===== config.mk =====
export PLATFORM = sky130hd
export DESIGN_NAME = miner_nonce_ctrl
export DESIGN_NICKNAME = d
export VERILOG_FILES = /design/src/rtl/miner_nonce_ctrl.sv
export SDC_FILE = /design/constraint.sdc
export NUM_CORES = 2
export LEC_CHECK = 0
export CORE_AREA = 2 2 265 267
export CTS_CLUSTER_SIZE = 12
export DETAILED_ROUTE_END_ITERATION = 7
export DIE_AREA = 0 0 267 269
export PLACE_DENSITY_LB_ADDON = 0.08
export SLEW_MARGIN = 20
export SYNTH_ARGS = -nofsm -noshare
export SYNTH_HDL_FRONTEND = slang
export SYNTH_SLANG_ARGS = --single-unit
export TNS_END_PERCENT = 30

===== constraint.sdc =====
create_clock -name clk -period 3.9 [get_ports clk]
set_clock_uncertainty 0.2 [all_clocks]
set_input_delay 0.39 -clock clk [delete_from_list [all_inputs] [get_ports clk]]
set_output_delay 0.39 -clock clk [all_outputs]
set_load 0.02 [all_outputs]

===== src/rtl/miner_nonce_ctrl.sv =====
// Nonce sequencer for the miner core: issues one hash per nonce over an inclusive range,
// compares each digest against the latched target and stops on a hit, exhaustion or core hang.
module miner_nonce_ctrl #(
    parameter int NONCE_W = 32,
    parameter int HASH_W  = 256,
    parameter int TIMEOUT = 255
) (
    input  logic               clk,
    input  logic               n_rst,
    input  logic               start,
    input  logic               abort,
    input  logic               ack,
    input  logic [NONCE_W-1:0] nonce_start,
    input  logic [NONCE_W-1:0] nonce_end,
    input  logic [HASH_W-1:0]  target,
    input  logic               finished,
    input  logic [HASH_W-1:0]  hash_in,
    output logic               hash_enable,
    output logic [NONCE_W-1:0] nonce,
    output logic               busy,
    output logic               found,
    output logic [NONCE_W-1:0] golden_nonce,
    output logic               done,
    output logic               timeout,
    output logic [NONCE_W-1:0] attempts
);

    localparam int WD_W = (TIMEOUT < 2) ? 1 : $clog2(TIMEOUT + 1);
    localparam logic [WD_W-1:0] WD_LIMIT = WD_W'(TIMEOUT);

    typedef enum logic [2:0] {
        IDLE,
        ISSUE,
        WAIT,
        CHECK,
        FOUND,
        EXHAUST,
        ERROR
    } state_t;

    state_t             state;
    state_t             state_next;
    logic [NONCE_W-1:0] end_reg;
    logic [HASH_W-1:0]  target_reg;
    logic [HASH_W-1:0]  hash_reg;
    logic [WD_W-1:0]    wd_cnt;
    logic               hit;
    logic               last;
    logic               abort_req;

    // Equality with the target counts as a miss, hence strict less-than.
    assign hit       = (hash_reg < target_reg);
    assign last      = (nonce == end_reg);
    assign abort_req = abort && (state != IDLE);

    always_ff @(posedge clk) begin
        if (!n_rst) begin
            state <= IDLE;
        end else begin
            state <= state_next;
        end
    end

    always_comb begin
        state_next  = state;
        hash_enable = 1'b0;
        busy        = 1'b0;
        case (state)
            IDLE: begin
                if (start && !abort) state_next = ISSUE;
            end
            ISSUE: begin
                hash_enable = 1'b1;
                busy        = 1'b1;
                state_next  = WAIT;
            end
            WAIT: begin
                busy = 1'b1;
                if (finished)                state_next = CHECK;
                else if (wd_cnt == WD_LIMIT) state_next = ERROR;
            end
            CHECK: begin
                busy = 1'b1;
                if (hit)       state_next = FOUND;
                else if (last) state_next = EXHAUST;
                else           state_next = ISSUE;
            end
            FOUND, EXHAUST, ERROR: begin
                if (ack) state_next = IDLE;
            end
            default: state_next = IDLE;
        endcase
        if (abort_req) state_next = IDLE;
    end

    // Datapath; abort only clears the sticky flags so nonce/attempts stay visible afterwards.
    always_ff @(posedge clk) begin
        if (!n_rst) begin
            nonce        <= '0;
            golden_nonce <= '0;
            attempts     <= '0;
            target_reg   <= '0;
            end_reg      <= '0;
            hash_reg     <= '0;
            wd_cnt       <= '0;
            found        <= 1'b0;
            done         <= 1'b0;
            timeout      <= 1'b0;
        end else if (abort_req) begin
            found   <= 1'b0;
            done    <= 1'b0;
            timeout <= 1'b0;
        end else begin
            case (state)
                IDLE: begin
                    if (start && !abort) begin
                        nonce      <= nonce_start;
                        end_reg    <= nonce_end;
                        target_reg <= target;
                        attempts   <= '0;
                    end
                end
                ISSUE: begin
                    wd_cnt <= '0;
                end
                WAIT: begin
                    if (finished) begin
                        hash_reg <= hash_in;
                        attempts <= attempts + NONCE_W'(1);
                    end else if (wd_cnt == WD_LIMIT) begin
                        timeout <= 1'b1;
                    end else begin
                        wd_cnt <= wd_cnt + WD_W'(1);
                    end
                end
                CHECK: begin
                    if (hit) begin
                        golden_nonce <= nonce;
                        found        <= 1'b1;
                    end else if (last) begin
                        done <= 1'b1;
                    end else begin
                        nonce <= nonce + NONCE_W'(1);
                    end
                end
                FOUND, EXHAUST, ERROR: begin
                    if (ack) begin
                        found   <= 1'b0;
                        done    <= 1'b0;
                        timeout <= 1'b0;
                    end
                end
                default: ;
            endcase
        end
    end

endmodule


Yosys cells after proc, flatten, opt, wreduce, memory -nomap -nowiden
Cells that the tools add are included.
{"block": "word_totals", "in_bits": 582, "elab_cells": 87, "out_inout_bits": 101, "ff_bits": 654}
{"block": "op_classes", "eq_ne": 19, "add_sub_neg": 3, "n_bitwise": 2, "reduce_logical": 23, "magnitude_cmp": 1, "mux": 28}
{"operator": "$lt A256 B256 Y1", "n": 1}
{"operator": "$mux W32", "n": 5}
{"operator": "$pmux W32 S2", "n": 2}
{"operator": "$add A32 B1 Y32 const B", "n": 2}
{"operator": "$eq A32 B32 Y1", "n": 1}
{"operator": "$ne A2 B2 Y1 const B", "n": 10}
{"operator": "$mux W3", "n": 6}
{"operator": "$mux W8", "n": 2}
{"operator": "$pmux W8 S2", "n": 1}
{"operator": "$reduce_and A4 Y1", "n": 4}
{"operator": "$pmux W3 S5", "n": 1}
{"operator": "$reduce_and A3 Y1", "n": 5}
{"operator": "$reduce_bool A2 Y1", "n": 5}
{"operator": "$eq A3 B3 Y1 const B", "n": 3}
{"operator": "$add A8 B1 Y8 const B", "n": 1}
{"operator": "$eq A8 B8 Y1 const B", "n": 1}
{"operator": "$mux W1", "n": 8}
{"operator": "$eq A3 B2 Y1 const B", "n": 2}
{"operator": "$pmux W1 S2", "n": 3}
{"operator": "$reduce_or A3 Y1", "n": 2}
{"operator": "$reduce_and A5 Y1", "n": 1}
{"operator": "$eq A3 B1 Y1 const B", "n": 1}
{"operator": "$logic_not A3 Y1", "n": 1}
{"operator": "$ne A3 B3 Y1 const B", "n": 1}
{"operator": "5 further kinds", "n": 7}

Depth between registers and ports, before layout
{"block": "depth", "word_depth": 4, "mapped_depth": 14, "mapped_depth_nobuf": 12}

Least setup slack after synthesis
OpenSTA, ideal clock, no wires.
{"block": "synth_path", "kind": "reg2reg", "startpoint": "reg target_reg[14]", "endpoint": "reg golden_nonce[10]", "period_less_slack_ps": 3104, "arrival_ps": 2785, "path_stages_with_launch": 15, "setup_ps": 120, "t_required_ps": 3580, "n_path_buf": 2, "setup_slack_ps": 796, "path_cell_list": "dfxtp_1 inv_1 ha_1 a21oi_1 nand2_1 a221o_1 or3_1 a221oi_1 nand2_1 a22oi_1 nand2b_1 or3_1 buf_2 buf_6 mux2i_1"}
{"block": "synth_via", "elab_chain_len": 2}
{"item": "start: declaration", "line": "44", "rtl": "logic [HASH_W-1:0] target_reg;"}
{"item": "start signal: assignment", "line": "119", "rtl": "target_reg <= target;"}
{"item": "$lt A256 B256 Y1", "line": "52", "rtl": "assign hit = (hash_reg < target_reg);"}
{"item": "$reduce_and A3 Y1 (no line)"}
{"item": "end signal: assignment", "line": "138", "rtl": "golden_nonce <= nonce;"}
{"item": "end: declaration", "line": "22", "rtl": "output logic [NONCE_W-1:0] golden_nonce,"}
Every way passes these cells.
A chain may end at the register's enable or synchronous reset.

Worst setup path after layout
{"block": "layout_path", "startpoint": "reg target_reg[141]", "endpoint": "reg nonce[20]"}
{"block": "layout_via", "elab_chain_len": 3}
{"item": "$lt A256 B256 Y1", "line": "52"}
{"item": "$ne A2 B2 Y1 (no line)"}
{"item": "$reduce_and A5 Y1 (no line)"}
{"item": "end signal: assignment", "line": "117", "rtl": "nonce <= nonce_start;"}
{"item": "end signal: assignment", "line": "143", "rtl": "nonce <= nonce + NONCE_W'(1);"}
{"item": "end: declaration", "line": "19", "rtl": "output logic [NONCE_W-1:0] nonce,"}
Every way passes these cells.

==> metrics.md <==
| Metric | Value |
|---|---|
| Total Routed Length | `98000 um` |
| Clock latency on the worst-skew pair | `0.62 ns` |
| Synth cell types | `66` |
| Initial core utilization | `43.8%` |
| CTS H-tree lvls | `3` |
| Worst r2r path cells | `15` |
| Multi-input combinational cell area | `15500 um^2` |
| Routability congestion estimate | `0.878` |
| Initial antenna violation count | `25` |
| Vias in the first global route | `26.8k` |
| DIE WIDTH | `267 um` |
| Comb power frac | `20.6%` |
| Status | `finished clean` |
| Clock Tree Root | `clkbuf_16` |
| DIE AREA | `71800 um^2` |
| Share of cells above drive strength 1 | `4.19%` |
| Clock buffer count from CTS | `73` |
| Number of failing hold endpoints at the final stage | `0` |
| Rel. slew slack | `45.9%` |
| Switch share | `28.9%` |
| Static Leakage | `15.3 nW` |
| Die Ht | `269 um` |
| Remaining DRCs | `0` |
| Fmax achieved | `269 MHz` |
| Pre-CTS setup slack | `-0.0491 ns` |
| Core Area | `69300 um^2` |
| Flop pwr share | `41.3%` |
| Clk pwr share | `38.1%` |
| Switching power of the nets | `5.18 mW` |
| Top FF cell, synth | `dfxtp_1` |
| DRT Pass-1 Iters | `5` |
| CP endpoint kind | `register` |
| Pwr Density | `441 nW/um^2` |
| FILL cells | `6569` |
| Crit path DAT | `4.02 ns` |
| Detailed Route Iter0 Violations | `1892` |
| TritonCTS sink count | `654` |
| Final min period | `3.71 ns` |
| Clock Path Buffers | `3` |
| Largest net degree at the start of global routing | `130` |
| Post-synthesis register bit count | `654` |
| Final setup fails | `0` |
| Max VDD drop | `0.322 mV` |
| CTS tree | `done` |
| Worst hold path type | `input pin to register` |
| Routed vias/inst | `5.10` |
| Row Count | `97` |
| Gr usage total | `26.3%` |
| First-pass GRT wire length | `147000 um` |
| Syn Area/Cell | `7.67 um^2` |
| Crit start category | `register` |
| Cell Int Power | `12.7 mW` |
| Final Worst Setup Slack | `0.188 ns` |
| WS Path Type | `register to register` |
| Worst EP required | `4.21 ns` |
| Wire length per cell | `17.6 um` |
| Crit-path max FO | `14` |
| Max-cap violations | `0` |
| Net Count, Synth | `4801` |
| Post-synth EDFFs | `0` |
| Tcrit/Tclk final | `95.2%` |
| I/O Buffers | `682` |
| Nets@finish | `5393` |
| Worst slew pin tran | `0.812 ns` |
| Routed vias | `28.4k` |
| Post-Syn Instances | `3961` |
| Clock transition at the registers of the reported paths | `0.06 ns` |
| Yosys warning count | `0` |
| DRT antenna net count | `0` |
| Area Growth Syn to Fin | `33.7%` |
| Final setup TNS | `0 ns` |
| I/O pin cnt | `683` |
| Final Max Tran Viols | `0` |
| Grt total ovfl | `0` |
| FF+latch area | `13100 um^2` |
| Final HPWL DP | `72100 um` |
| Cell Area, Synth | `30400 um^2` |
| Asr flop ratio synth | `0%` |
| Hold path depth | `3` |
| Sequential area share after synthesis | `43.1%` |
cells by family (layout without fill, tap and decap cells):
| kind of cell | count (synthesis) | count (layout) | share of synthesized area, % |
|---|---|---|---|
| compound gates | 866 | 866 | 15.6 |
| xor+xnor | 60 | 60 | 1.73 |
| fa+ha+maj | 258 | 258 | 10.6 |
| buf+inv | 491 | 1136 | 6.27 |
| flops | 654 | 654 | 43.1 |
| mux | 35 | 35 | 1.15 |
| other cells | 0 | 19 | 0 |
| simple gates | 1597 | 1597 | 21.5 |
timing repair:
item | in CTS | in global routing
gates cloned | 0 | 0
setup buffers | 3 | 1
endpoints found under the setup margin | 25 | 55
pin swaps | 1 | 2
hold buffers | 0 | 0
resized for setup | 0 | 7
cells in the final DEF, fill, tap and decap left out, drive strengths merged, types with 15 or more instances in the layout:
cell	n
clkbuf	114
ha	258
nor3	45
mux2i	35
buf	59
nand4	67
nand2	1262
o21ai	50
dfxtp	654
nand3	49
inv	271
a21o	21
xor2	31
diode	19
nor2	98
a21oi	692
or3	15
nor4	19
o32ai	18
xnor2	29
clkdlybuf4s50	681
through the flow:
| stage | cells | hold WS [ns] | instance area, um^2 | util [%] | power, mW |
|---|---|---|---|---|---|
| 2_1_floorplan | 3961 | 0.231 | 30400 | - | 9.55 |
| 3_3_place_gp | 5414 | 0.241 | 38200 | 55.1 | 11.2 |
| 3_5_place_dp | 5414 | 0.246 | 38200 | 55.1 | 11.2 |
| 4_1_cts | 5545 | 0.0807 | 40600 | 58.5 | 18.1 |
| 5_1_grt | 5557 | 0.0973 | 40600 | 58.6 | 18.8 |
| 6_report | 5565 | 0.116 | 40600 | 58.6 | 17.9 |
area by class of cell:
class | count | share of cell area, %
multi-input combinational | 2816 | 38.1
clock inverter | 14 | 0.468
tap | 940 | 2.89
sequential | 654 | 32.2
timing repair buffer | 740 | 18.4
clock buffer | 114 | 5.32
inverter | 268 | 2.49
antenna | 19 | 0.117
worst max-delay path: stages, from the launching register on:
cell and delay, ns:
dfxtp_1 0.32, inv_1 0.04, ha_1 0.29, a21o_1 0.18, a21o_1 0.18, a221oi_2 0.22, o211ai_1 0.27, a2111oi_2 0.42
nand3_1 0.11, buf_4 0.19, a221o_1 0.40, o21ai_4 0.18, buf_12 0.15, buf_4 0.20, a21oi_1 0.07, o32ai_1 0.16
cell usage after synthesis, drive strengths merged, types with 7 or more instances:
cell type	count	share of area (%)
xor2	31	0.89
ha	258	11
buf	28	0.55
a221oi	11	0.34
mux2i	35	1.2
inv	267	3.3
nand3	49	0.81
o32ai	18	0.52
nand2b	7	0.18
clkbuf	195	2.4
o21ai	50	0.82
a21o	21	0.52
a21oi	692	11
dfxtp	654	43
or3	15	0.31
nand2	1262	16
nor3	45	0.77
xnor2	29	0.84
o22ai	11	0.23
nand4	67	1.4
and3	11	0.23
nor2	98	1.2
a211oi	11	0.27
nor4	19	0.39
o211ai	9	0.22
metal layers:
| metal | vias up | track usage (%) | share of wire (%) |
|---|---|---|---|
| li1 | 14400 | - | - |
| met1 | 13000 | 32.7 | 42 |
| met2 | 725 | 44.2 | 48 |
| met3 | 205 | 5.56 | 6.3 |
| met4 | 24 | 11.4 | 4.0 |
| met5 | - | 0 | 0.14 |
path summary, 6_finish.rpt:
kind / from / to / slack (ns)
worst min-delay path: target[191] / target_reg[191] / 0.12
worst min register to register: done / done / 0.25
worst max-delay path: target_reg[141] / nonce[20] / 0.19
worst max register to register: target_reg[141] / nonce[20] / 0.19
power by group through the flow:
stage               registers, mW  logic, mW  clock network (mW)
floorplan                    7.50       2.05                   0
detailed placement           7.53       3.66                   0
global placement             7.52       3.64                   0
global route                 7.44       4.10                7.24
finish                       7.39       3.70                6.83
CTS                          7.39       3.70                6.97
Power figures use the tool's default switching activity.
